<file path="src/rtl/alu_share_arb.sv">
// Two-port round-robin arbiter time-sharing one yAlu; one operation in flight,
// operands and result registered, fair alternation under contention.
module alu_share_arb #(
  parameter int WIDTH = 32
) (
  input  logic             clk,
  input  logic             rst_n,
  input  logic             req0_valid,
  output logic             req0_ready,
  input  logic [WIDTH-1:0] req0_a,
  input  logic [WIDTH-1:0] req0_b,
  input  logic [2:0]       req0_op,
  input  logic             req1_valid,
  output logic             req1_ready,
  input  logic [WIDTH-1:0] req1_a,
  input  logic [WIDTH-1:0] req1_b,
  input  logic [2:0]       req1_op,
  output logic             rsp0_valid,
  input  logic             rsp0_ready,
  output logic [WIDTH-1:0] rsp0_z,
  output logic             rsp0_zero,
  output logic             rsp1_valid,
  input  logic             rsp1_ready,
  output logic [WIDTH-1:0] rsp1_z,
  output logic             rsp1_zero
);
  typedef enum logic [1:0] {IDLE, EXEC, RESP} state_t;

  typedef struct packed {
    logic [WIDTH-1:0] a;
    logic [WIDTH-1:0] b;
    logic [2:0]       op;
  } req_t;

  state_t           state;
  logic             owner, last;
  logic [WIDTH-1:0] op_a, op_b, res_z, alu_z;
  logic [2:0]       op_code;
  logic             res_zero;
  logic             gnt, idle, accept, owner_rdy;
  req_t             req_sel;
  logic [1:0]       rsp_valid;
  logic [1:0][WIDTH-1:0] rsp_z;
  logic [1:0]       rsp_zero;

  // Port 1 wins when alone, or when both contend and port 0 went last.
  assign gnt        = req1_valid && (!req0_valid || !last);
  assign idle       = rst_n && (state == IDLE);
  assign req0_ready = idle && req0_valid && !gnt;
  assign req1_ready = idle && req1_valid && gnt;
  assign accept     = req0_ready || req1_ready;
  assign req_sel    = gnt ? req_t'{req1_a, req1_b, req1_op} : req_t'{req0_a, req0_b, req0_op};
  assign owner_rdy  = owner ? rsp1_ready : rsp0_ready;

  yAlu #(.WIDTH(WIDTH)) u_alu (
    .a  (op_a),
    .b  (op_b),
    .op (op_code),
    .z  (alu_z)
  );

  always_ff @(posedge clk or negedge rst_n) begin
    if (!rst_n) begin
      state    <= IDLE;
      last     <= 1'b1;
      owner    <= 1'b0;
      op_a     <= '0;
      op_b     <= '0;
      op_code  <= '0;
      res_z    <= '0;
      res_zero <= 1'b0;
    end else begin
      case (state)
        IDLE: if (accept) begin
          op_a    <= req_sel.a;
          op_b    <= req_sel.b;
          op_code <= req_sel.op;
          owner   <= gnt;
          last    <= gnt;
          state   <= EXEC;
        end
        EXEC: begin
          res_z    <= alu_z;
          res_zero <= (alu_z == '0);
          state    <= RESP;
        end
        RESP: if (owner_rdy) state <= IDLE;
        default: state <= IDLE;
      endcase
    end
  end

  // Only the owner sees the result; the other port reads zero.
  for (genvar p = 0; p < 2; p++) begin : g_rsp
    assign rsp_valid[p] = (state == RESP) && (owner == 1'(p));
    assign rsp_z[p]     = rsp_valid[p] ? res_z : '0;
    assign rsp_zero[p]  = rsp_valid[p] && res_zero;
  end

  assign rsp0_valid = rsp_valid[0];
  assign rsp1_valid = rsp_valid[1];
  assign rsp0_z     = rsp_z[0];
  assign rsp1_z     = rsp_z[1];
  assign rsp0_zero  = rsp_zero[0];
  assign rsp1_zero  = rsp_zero[1];
endmodule

// Shared ALU: bitwise, add/sub (wrapping) and a constant-zero op.
module yAlu #(
  parameter int WIDTH = 32
) (
  input  logic [WIDTH-1:0] a,
  input  logic [WIDTH-1:0] b,
  input  logic [2:0]       op,
  output logic [WIDTH-1:0] z
);
  always_comb begin
    z = '0;
    case (op)
      3'd0, 3'd4: z = a & b;
      3'd1, 3'd5: z = a | b;
      3'd2:       z = a + b;
      3'd6:       z = a - b;
      default:    z = '0;
    endcase
  end
endmodule

</file>
<file path="config.mk">
export PLATFORM = sky130hd
export DESIGN_NAME = alu_share_arb
export DESIGN_NICKNAME = d
export VERILOG_FILES = /design/src/rtl/alu_share_arb.sv
export SDC_FILE = /design/constraint.sdc
export NUM_CORES = 1
export LEC_CHECK = 0
export CAP_MARGIN = 20
export CORE_UTILIZATION = 50
export DETAILED_ROUTE_END_ITERATION = 10
export PLACE_DENSITY = 0.81
export RECOVER_POWER = 100
export SLEW_MARGIN = 15
export SYNTH_ARGS = -nofsm -noshare
export SYNTH_HDL_FRONTEND = slang
export SYNTH_HIERARCHICAL = 1
export SYNTH_SLANG_ARGS = --single-unit
</file>
<file path="constraint.sdc">
create_clock -name clk -period 5 [get_ports clk]
set_input_delay 0.75 -clock clk [delete_from_list [all_inputs] [get_ports clk]]
set_output_delay 0.75 -clock clk [all_outputs]
set_load 0.02 [all_outputs]
</file>
==> summary.md <==
| Metric | Value |
|---|---|
| FMAX | `around 220 MHz` |
| Main flop type after synthesis | `dfrtp_1` |
| Final Max Slew Viols | `203` |
| Critical path endpoint category | `flip-flop` |
| Number of synthesized register bits | `104` |
| Complex-gate fraction of the synthesized area | `0.160` |
| Pre-CTS setup slack | `between 500 and 600 ps` |
| Die Ht | `around 130 um` |
| DR WL/cell | `16.8 um` |
| Antenna-violating nets left | `0` |
| TritonCTS buffer count | `9` |
| Main combinational cell family by area after synthesis | `multiplexers` |
| Hold WC Path Type | `flip-flop to flip-flop` |
| Mapped Nets | `about 1,100` |
| Xor/xnor cell area share of the yosys netlist | `0.0608` |
| Hold path start | `res_z[18]` |
| Die Width | `between 100 and 150 um` |
| Leak | `around 4.7 nW` |
| R2r startpoint | `op_code[0]` |
| Max-slew headroom at the worst pin | `-0.437` |
| CP Cell Sequence | `and2b_2, nand2_1, nand2_1, o21ai_0, fa_1, nor2b_1, o31ai_4, o311ai_2, a31o_1, a2111oi_4, o31ai_2, a21o_2, xnor2_1, o22ai_1, nor4_1, nand4_1, o31ai_1` |
| Placed cells | `1,291` |
| Least-Margin Pin Slew | `roughly 2200 ps` |
| Syn avg cell area | `between 9 and 10 sq um` |
| Diode count | `0` |
| Routed met3 length | `~1400 um` |
| Post-Syn Area | `8190 sq um` |
| Post-synthesis adder-cell area fraction | `0.0544` |
| Cell variety after synth | `67` |
| MaxCap Viol Count | `4` |
| Status | `finished with violations` |
| Met2 WL | `a little over 10,000 um` |
| NumNets Final | `~1,300` |
| Total wire length | `21,900 um` |
| Final Power | `approximately 8 mW` |
| Commonest non-fill, non-tap cell in the layout | `clkdlybuf4s50_1` |
| Clock transition at path regs | `around 80 ps` |
| Final min period | `about 4600 ps` |
| Number of global-route vias before repair | `approximately 7,000` |
| Row count | `46` |
| Total number of vias | `7,373` |
| Post-Synth Simple-Gate Area | `0.187` |
| Register area share after synthesis | `0.318` |
| # hold bufs at CTS | `0` |
| Antenna violations before repair | `0` |
| EDFF count, synth | `0` |
| Avg Vias per Cell | `5.64` |
| Worst Skew | `roughly 16 ps` |
| RD Place Congestion | `slightly below 1` |
| Mapped Cells | `898` |
| Failing checks | `capacitance limit, slew limit` |
| Largest net degree at the start of global routing | `slightly below 70` |
| Initial Util | `0.514` |
| CTS tree | `done` |
| Pwr dens | `roughly 770 nW/um^2` |
| First-pass GRT wire length | `about 35,000 um` |
| Slowest CP cell | `fa_1` |
| Uppermost layer routed | `met4` |
| Worst Setup Start Kind | `flip-flop` |
| Critical Path AT | `a little under 5000 ps` |
| Die area | `~17,000 sq um` |
| Maximum vdd drop | `between 0.3 and 0.4 mV` |
| Fin area | `approximately 11,000 sq um` |
| Metal1 wirelength | `slightly above 10,000 um` |
| Clock Latency Late Sink | `around 360 ps` |
| Residual DRC | `0` |
| Critical path class | `flip-flop to flip-flop` |
| Root buf cell | `clkbuf_16` |
| Mux cell area share after synthesis | `0.187` |
| Top cells by area, synth | `dfrtp_1, mux2_2, nand2_1, and2_1, ha_1` |
| Fill cells | `1,329` |
| Share of cells above drive strength 1 | `0.162` |
| GRT Util Overall | `0.266` |
| IO Count | `210` |
| Setup crit start | `op_code[0]` |
| Worst r2r dst | `res_zero` |
| Slowest stage delay, CP | `460 ps` |
| CP Max Fanout | `21` |
| Final HPWL DP | `16,600 um` |
| Grt ovf | `0` |
| Final setup TNS | `0 ps` |
| Crit path top cell by count | `nand2_1` |
| Area grow syn2layout | `30.9%` |
| 1st-iter DRT viols | `between 500 and 600` |
| Post-synth top area share | `0.315` |
| Crit path to | `res_zero` |
| Area occupied by multi-input gates | `around 5300 sq um` |
| DR pass1 iterations | `6` |
| R2R depth | `17` |
| Reg-to-reg setup timing slack | `~420 ps` |
| Port bufs | `about 210` |
| Post-synth top area cell | `dfrtp_1` |
| CTS sink count | `around 100` |
| Period utilization | `0.917` |
| Final setup margin | `416 ps` |
| DP Area | `~10,000 sq um` |
| CP required | `5250 ps` |
| RSZ-0062 raised after global routing | `false` |
| Ys async rst share | `1.00` |
| Max H-tree Level | `3` |
| Register area | `2600 sq um` |
| # setup viols final | `0` |
| Post-Layout Cell Count | `between 1,000 and 1,500` |
| Max Root-Sink Buffers | `2` |
| Core Region | `between 15,000 and 20,000 sq um` |
| Commonest cells after routing, fill and taps aside | `clkdlybuf4s50_1, nand2_1, mux2_2, dfrtp_1` |
| Final Hold Vio Count | `0` |
| Yosys warning count | `6` |
per-layer routing:
| metal | track usage | up-vias |
|---|---|---|
| li1 | - | 3564 |
| met1 | 0.370 | 3481 |
| met2 | 0.433 | 305 |
| met3 | 0.0316 | 23 |
| met4 | 0.0828 | 0 |
| met5 | 0 | - |
metrics by stage:
| step | utilization | hold WS [ps] |
|---|---|---|
| 4_1_cts | 0.673 | 494 |
| 5_1_grt | 0.672 | 517 |
| 3_5_place_dp | 0.655 | 474 |
| 3_3_place_gp | 0.655 | 465 |
| 6_report | 0.672 | 487 |
| 2_1_floorplan | - | 451 |
synth_stat cells (3+ instances only):
library cell  instances
nor4_1                9
xnor2_1              24
a21oi_1              64
nor2b_1               3
a31oi_1               5
o31ai_1               7
mux2_1                8
buf_6                 3
o32ai_1               4
ha_1                 34
nor3_1                9
a21o_1               17
nand2b_1              7
mux2_2              127
and3_1                7
nand2_1             131
clkbuf_1             31
o21a_1               27
buf_2                 9
inv_1                16
o22ai_1              24
o21ai_0              26
and2_1               70
o21bai_1              3
xor2_1               31
dfrtp_1             103
nor2_1               37
nand3_1               8
nand4_1               7
area by class of cell:
type / instances / area share
Sequential cell: 104 / 0.243
Inverter: 17 / 0.00595
Clock inverter: 7 / 0.00584
Timing Repair Buffer: 222 / 0.202
Clock buffer: 9 / 0.0210
Multi-Input combinational cell: 732 / 0.497
Tap cell: 216 / 0.0252
state kept, by name (all words and copies together), names as in the netlist:
name,flops
op_a,32
op_b,32
res_z,32
op_code,3
state,2
last,1
owner,1
res_zero,1
how the worst min path moves through the flow:
| stage | endpoint | slack, ps | cells past startpoint |
|---|---|---|---|
| after floorplan | op_a[0] | 450 | 0 |
| after global placement | res_z[15] | 470 | 2 |
| after detailed placement | res_z[10] | 470 | 2 |
| after CTS | res_z[18] | 490 | 2 |
| after global routing | res_z[27] | 520 | 2 |
| final | res_z[18] | 490 | 2 |
critical path, delay by kind of cell, from the launching register on:
kind	cells	cell delay (ps)
AOI/OAI and AO/OA	9	1960
and+or+nand+nor	6	1550
adders and majority gates	1	460
DFF	1	370
xor gates and xnor gates	1	120
logic make-up (layout without fill, tap and decap cells):
kind of cell,after synthesis,count (layout)
AOI/OAI and AO/OA,200,200
xor gates and xnor gates,56,56
adders and majority gates,35,35
buffers and inverters,62,255
DFF,104,104
muxes,136,136
and+or+nand+nor,305,305
report_power, final:
group          internal (mW)  switching, mW  total (mW)  leakage, nW
clock                  0.349          0.347       0.696        0.133
combinational           2.53           3.23        5.76         3.33
sequential              1.25          0.519        1.76         1.26
timing repair:
item                                    4_1_cts  5_1_grt
endpoints found under the setup margin        0        1
gates resized for setup                       0        5
setup buffers                                 0        0
Note: power is estimated with default switching activity, not from simulation.
==> RTL edit 1, RTL diff (same settings) <==
`WIDTH` is set to 32 in 2 places; all go to 24.
--- a/src/rtl/alu_share_arb.sv
+++ b/src/rtl/alu_share_arb.sv
@@ -1,7 +1,7 @@
 // Two-port round-robin arbiter time-sharing one yAlu; one operation in flight,
 // operands and result registered, fair alternation under contention.
 module alu_share_arb #(
-  parameter int WIDTH = 32
+  parameter int WIDTH = 24
 ) (
   input  logic             clk,
   input  logic             rst_n,
@@ -107,7 +107,7 @@
 
 // Shared ALU: bitwise, add/sub (wrapping) and a constant-zero op.
 module yAlu #(
-  parameter int WIDTH = 32
+  parameter int WIDTH = 24
 ) (
   input  logic [WIDTH-1:0] a,
   input  logic [WIDTH-1:0] b,
Ports: changed (6 resized); port bits go from 210 to 162. No check against the original RTL was run, so the function may have changed too.
==> RTL edit 1 against the original RTL <==
The run still ends with capacitance limit, slew limit left. Cell area down 21%. Non-clock buffer count fell by 48. Worst setup slack worse by 0.12 ns. Fmax decreased by 2.6%. Area after synthesis is 21% lower. Power decreased by 18%. Sequential cell count down 24. Sequential power down 22%. Wire length decreased by 11%. Critical path depth down 2. Largest power group unchanged. Highest routed layer unchanged.
==> RTL edit 1: results <==
export IMPL_run_status="complete, but fails checks"
export IMPL_violations="capacitance limit, slew limit"
export IMPL_synth_area_top_cells="dfrtp_1, mux2_2, nand2_1"
export IMPL_irDropWorstVdd_v=0.000434
export IMPL_holdPathStages=2
export IMPL_place_congestion=0.970
export IMPL_grt_pass1_vias=5890
export IMPL_drt_wl_total_mm=19.6
export IMPL_cts_clk_slew_worst_paths_ns=0.06
export IMPL_syn_num_nets=864
export IMPL_drv_cap=1
export IMPL_dp_hpwl_mm=14.8
export IMPL_nets=1005
export IMPL_grtUsageMet2=0.513
export IMPL_drive_above_1_share=0.150
export IMPL_drt_iter0_drc=467
export IMPL_placed_cell_area_mm2=0.00818
export IMPL_min_to="res_z[10]$_DFFE_PN0N_"
export IMPL_drv_slew=33
export IMPL_grt_max_degree=53
export IMPL_reg_top3="op_a (24), op_b (24), res_z (24)"
export IMPL_yosysSeqAreaShare=0.309
export IMPL_synthDistinctLibCells=64
export IMPL_grtUsageMet3=0.0591
export IMPL_worstHoldStart="res_z[10]$_DFFE_PN0N_"
export IMPL_p_leak_nw=3.72
export IMPL_port_buffers=161
export IMPL_worst_r2r_setup_slack_ns=0.29
export IMPL_critical_path_arrival_ns=4.97
export IMPL_worstPathMaxFanout=8
export IMPL_reg2reg_depth=15
export IMPL_ys_top_cells_by_count="nand2_1, mux2_2, dfrtp_1, a21oi_1, and2_1"
export IMPL_final_setup_skew_ns=0.00772
export IMPL_regToRegStartpoint="op_b[12]$_DFFE_PN0P_"
RTL edit 1: routing by layer:
| metal | vias to the layer above | wire, µm |
|---|---|---|
| li1 | 2881 | - |
| met1 | 2909 | 8370 |
| met2 | 251 | 9430 |
| met3 | 50 | 1240 |
| met4 | 0 | 522 |
| met5 | - | 0 |
RTL edit 1: timing repair:
action,CTS,global route
resized for setup,0,2
hold buffers,0,0
endpoints found under the setup margin,0,1
endpoints found under the hold margin,0,0
RTL edit 1: critical path: stages, from the launching register on:
cell      delay (ns)
dfrtp_1         0.50
or4_2           0.72
nor3_1          0.23
nand2b_1        0.08
o21ai_0         0.28
xor2_1          0.14
ha_1            0.47
and4_1          0.28
nand2_1         0.16
nor3_1          0.35
a211oi_1        0.16
mux2i_1         0.14
or4_1           0.62
nor4_2          0.21
nand4_1         0.10
o21ai_0         0.17
RTL edit 1: logic make-up (layout without fill, tap and decap cells):
kind of cell	after synthesis	after routing	synth area share
compound gates	171	171	0.167
xor+xnor	38	38	0.0513
mux	105	105	0.182
flops	80	80	0.309
simple gates	247	247	0.192
fa+ha+maj	28	28	0.0552
buf+inv	59	205	0.0434
RTL edit 1: worst max-delay path by stage:
stage | endpoint | slack (ns) | cells after the start
3_3_place_gp | res_zero$_DFFE_PN0N_ | 0.33 | 15
6_report | res_zero$_DFFE_PN0N_ | 0.29 | 15
5_1_grt | res_zero$_DFFE_PN0N_ | 0.08 | 17
3_5_place_dp | res_zero$_DFFE_PN0N_ | 0.31 | 15
2_1_floorplan | res_zero$_DFFE_PN0N_ | 1.04 | 18
4_1_cts | res_zero$_DFFE_PN0N_ | 0.28 | 15
RTL edit 1: per-stage QoR:
stage / instances / util / power, mW / worst slack, ns
3_3_place_gp: 1029 / 0.648 / 5.86 / 0.335
3_5_place_dp: 1029 / 0.648 / 5.94 / 0.314
4_1_cts: 1045 / 0.673 / 6.71 / 0.277
2_1_floorplan: 728 / - / 4.61 / 1.04
6_report: 1046 / 0.673 / 6.74 / 0.294
5_1_grt: 1046 / 0.673 / 7.27 / 0.0802
RTL edit 1: layout make-up:
class,instances,area share
well taps,172,0.0253
clock inverters,6,0.0109
flip-flops and latches,80,0.236
inverters,15,0.00663
repair buffers,174,0.199
multi-input cells,589,0.496
clock buffers,10,0.0270
RTL edit 1: power groups by stage:
stage          Combinational [mW]  Clock (mW)  Sequential [mW]
2_1_floorplan                3.40           0             1.22
3_3_place_gp                 4.52           0             1.34
3_5_place_dp                 4.57           0             1.37
4_1_cts                      4.62       0.733             1.36
5_1_grt                      5.10       0.756             1.42
6_report                     4.65       0.727             1.37
==> RTL edit 2, RTL diff (same flow settings) <==
Made on the original files. The 3 states of `state_t` get a one-hot encoding in 3 bits.
--- a/src/rtl/alu_share_arb.sv
+++ b/src/rtl/alu_share_arb.sv
@@ -24,7 +24,7 @@
   output logic [WIDTH-1:0] rsp1_z,
   output logic             rsp1_zero
 );
-  typedef enum logic [1:0] {IDLE, EXEC, RESP} state_t;
+  typedef enum logic [2:0] {IDLE = 3'b001, EXEC = 3'b010, RESP = 3'b100} state_t;
 
   typedef struct packed {
     logic [WIDTH-1:0] a;
Behaviour: no difference found for any inputs over 10 cycles, from zero or initial values and one cycle with rst_n low; not proved beyond that.
==> RTL edit 2 against the original RTL <==
The flow still finishes with violations (capacitance limit, slew limit). Cell area grew 0.68%. Power shrank 4.7%. Fmax shrank 2.2%. Synthesized cell count is the same. First-iteration DRC count shrank 6.6%. Sequential cell count grew 1. Critical path depth is the same. Cell count shrank 0.15%. Area after synthesis grew 0.63%. Worst setup slack lost 0.10 ns. Combinational power shrank 8.2%. Wire length grew 0.84%. Largest cell class unchanged. Largest power group unchanged. Highest routed layer unchanged.
==> RTL edit 2: results <==
export IMPL_drv_cap=2
export IMPL_placed_cell_area_mm2=0.0105
export IMPL_antenna_found_initial=0
export IMPL_worst_pin_slew_ns=2.46
export IMPL_dr_pass1_iters=5
export IMPL_violations="capacitance limit, slew limit"
export IMPL_htree_levels=3
export IMPL_p_leak_nw=4.70
export IMPL_grt_pass1_vias=7062
export IMPL_vias_per_cell=5.70
export IMPL_cts_root_buf="clkbuf_16"
export IMPL_grt_max_degree=70
export IMPL_reg_top3="op_a (32), op_b (32), res_z (32)"
export IMPL_drive_above_1_share=0.154
export IMPL_port_buffers=209
export IMPL_run_status="complete, but fails checks"
export IMPL_cts_clk_slew_worst_paths_ns=0.07
export IMPL_synth_warnings=6
export IMPL_ys_top_cells_by_count="nand2_1, mux2_2, dfrtp_1, and2_1, a21oi_1"
export IMPL_dp_hpwl_mm=16.9
export IMPL_crit_slowest_cell="o21ai_0"
export IMPL_async_reset_ff_frac=1.00
export IMPL_nets=1259
export IMPL_drv_slew=65
export IMPL_drt_iter0_drc=553
export IMPL_ys_flop_type="dfrtp_1"
export IMPL_synth_xor_area_frac=0.0604
export IMPL_synthDistinctLibCells=72
export IMPL_max_stage_delay_ns=0.57
export IMPL_synth_area_top_cells="dfrtp_1, mux2_2, nand2_1"
export IMPL_synth_edf_count=0
export IMPL_clockBufferDepth=2
export IMPL_clock_latency_ns=0.36
export IMPL_syn_num_nets=1073
export IMPL_fillers=1378
export IMPL_holdCritPathClass="reg -> reg"
export IMPL_muxShareOfSynthArea=0.186
export IMPL_grt_pass1_wl_mm=35.3
export IMPL_drt_wl_total_mm=22.1
export IMPL_place_congestion=0.968
export IMPL_critical_path_arrival_ns=4.94
export IMPL_cts_buffers=9
export IMPL_irDropWorstVdd_v=0.000331
export IMPL_worstPathMaxFanout=14
export IMPL_grt_total_usage=0.268
export IMPL_synth_adder_area_share=0.0540
export IMPL_setup_violations=0
export IMPL_postCtsSetupBuffers=0
export IMPL_yosysSeqAreaShare=0.319
export IMPL_antenna_cells=0
export IMPL_final_setup_skew_ns=0.00980
export IMPL_synth_compound_area_frac=0.160
## RTL edit 2: cell families (layout without fill, tap and decap cells)
group / after synthesis / in the layout
multiplexers: 136 / 136
adder cells (fa/ha/maj): 35 / 35
AO/OA/AOI/OAI: 200 / 200
AND/OR/NAND/NOR: 304 / 304
XOR/XNOR: 56 / 56
flip-flops: 105 / 105
buffers and inverters: 62 / 253
## RTL edit 2: report_power, final
group          total, mW  switching (mW)  internal [mW]
logic               5.29            2.94           2.35
registers           1.78           0.525           1.26
clock network      0.768           0.313          0.456
total               7.84            3.78           4.06
## RTL edit 2: final timing paths
check                                        from               endpoint  slack (ns)  depth (start not counted)
setup / recovery           op_code[0]$_DFFE_PN0P_   res_zero$_DFFE_PN0N_        0.31                         17
hold / removal              res_z[25]$_DFFE_PN0N_  res_z[25]$_DFFE_PN0N_        0.49                          2
setup reg to reg           op_code[0]$_DFFE_PN0P_   res_zero$_DFFE_PN0N_        0.31                         17
hold reg to reg             res_z[25]$_DFFE_PN0N_  res_z[25]$_DFFE_PN0N_        0.49                          2
max in group asynchronous                   rst_n    op_b[2]$_DFFE_PN0P_        1.39                          2
min in group asynchronous                   rst_n   op_b[29]$_DFFE_PN0P_        1.14                          1
## RTL edit 2: final cells by class
class | count | area, µm² | share of cell area
clock buffers | 11 | 243 | 0.0225
clock inverters | 5 | 86.3 | 0.00800
inverters | 18 | 67.6 | 0.00626
multi-input cells | 731 | 5340 | 0.495
flip-flops and latches | 105 | 2630 | 0.244
well taps | 216 | 270 | 0.0250
repair buffers | 219 | 2150 | 0.200
## RTL edit 2: worst max-delay path, delay by kind of cell (launching register included)
kind            cells  cell delay (ns)
buf+inv             1             0.08
flops               1             0.38
compound gates      8             2.22
simple gates        7             1.61
fa+ha+maj           1             0.28
## RTL edit 2: routing by layer
metal	track usage	routed length (µm)	up-vias	share of wire
met5	0	0	-	0
met4	0.0906	476	0	0.022
met3	0.0309	1440	31	0.065
met2	0.439	10200	297	0.46
met1	0.370	9990	3541	0.45
li1	-	-	3569	-
## RTL edit 2: per-stage QoR
stage / setup WS [ns] / cells / power, mW / hold WS [ns] / utilization
6_report: 0.314 / 1305 / 7.84 / 0.487 / 0.674
5_1_grt: 0.0133 / 1305 / 8.48 / 0.507 / 0.674
4_1_cts: 0.238 / 1305 / 7.82 / 0.407 / 0.678
3_5_place_dp: 0.283 / 1289 / 7.01 / 0.473 / 0.657
3_3_place_gp: 0.464 / 1288 / 6.94 / 0.464 / 0.656
2_1_floorplan: 0.936 / 898 / 5.77 / 0.451 / -
## RTL edit 2: timing repair
action                     CTS  global route
setup endpoints to repair    0             1
hold endpoints to repair     0             0
resized for setup            0             6
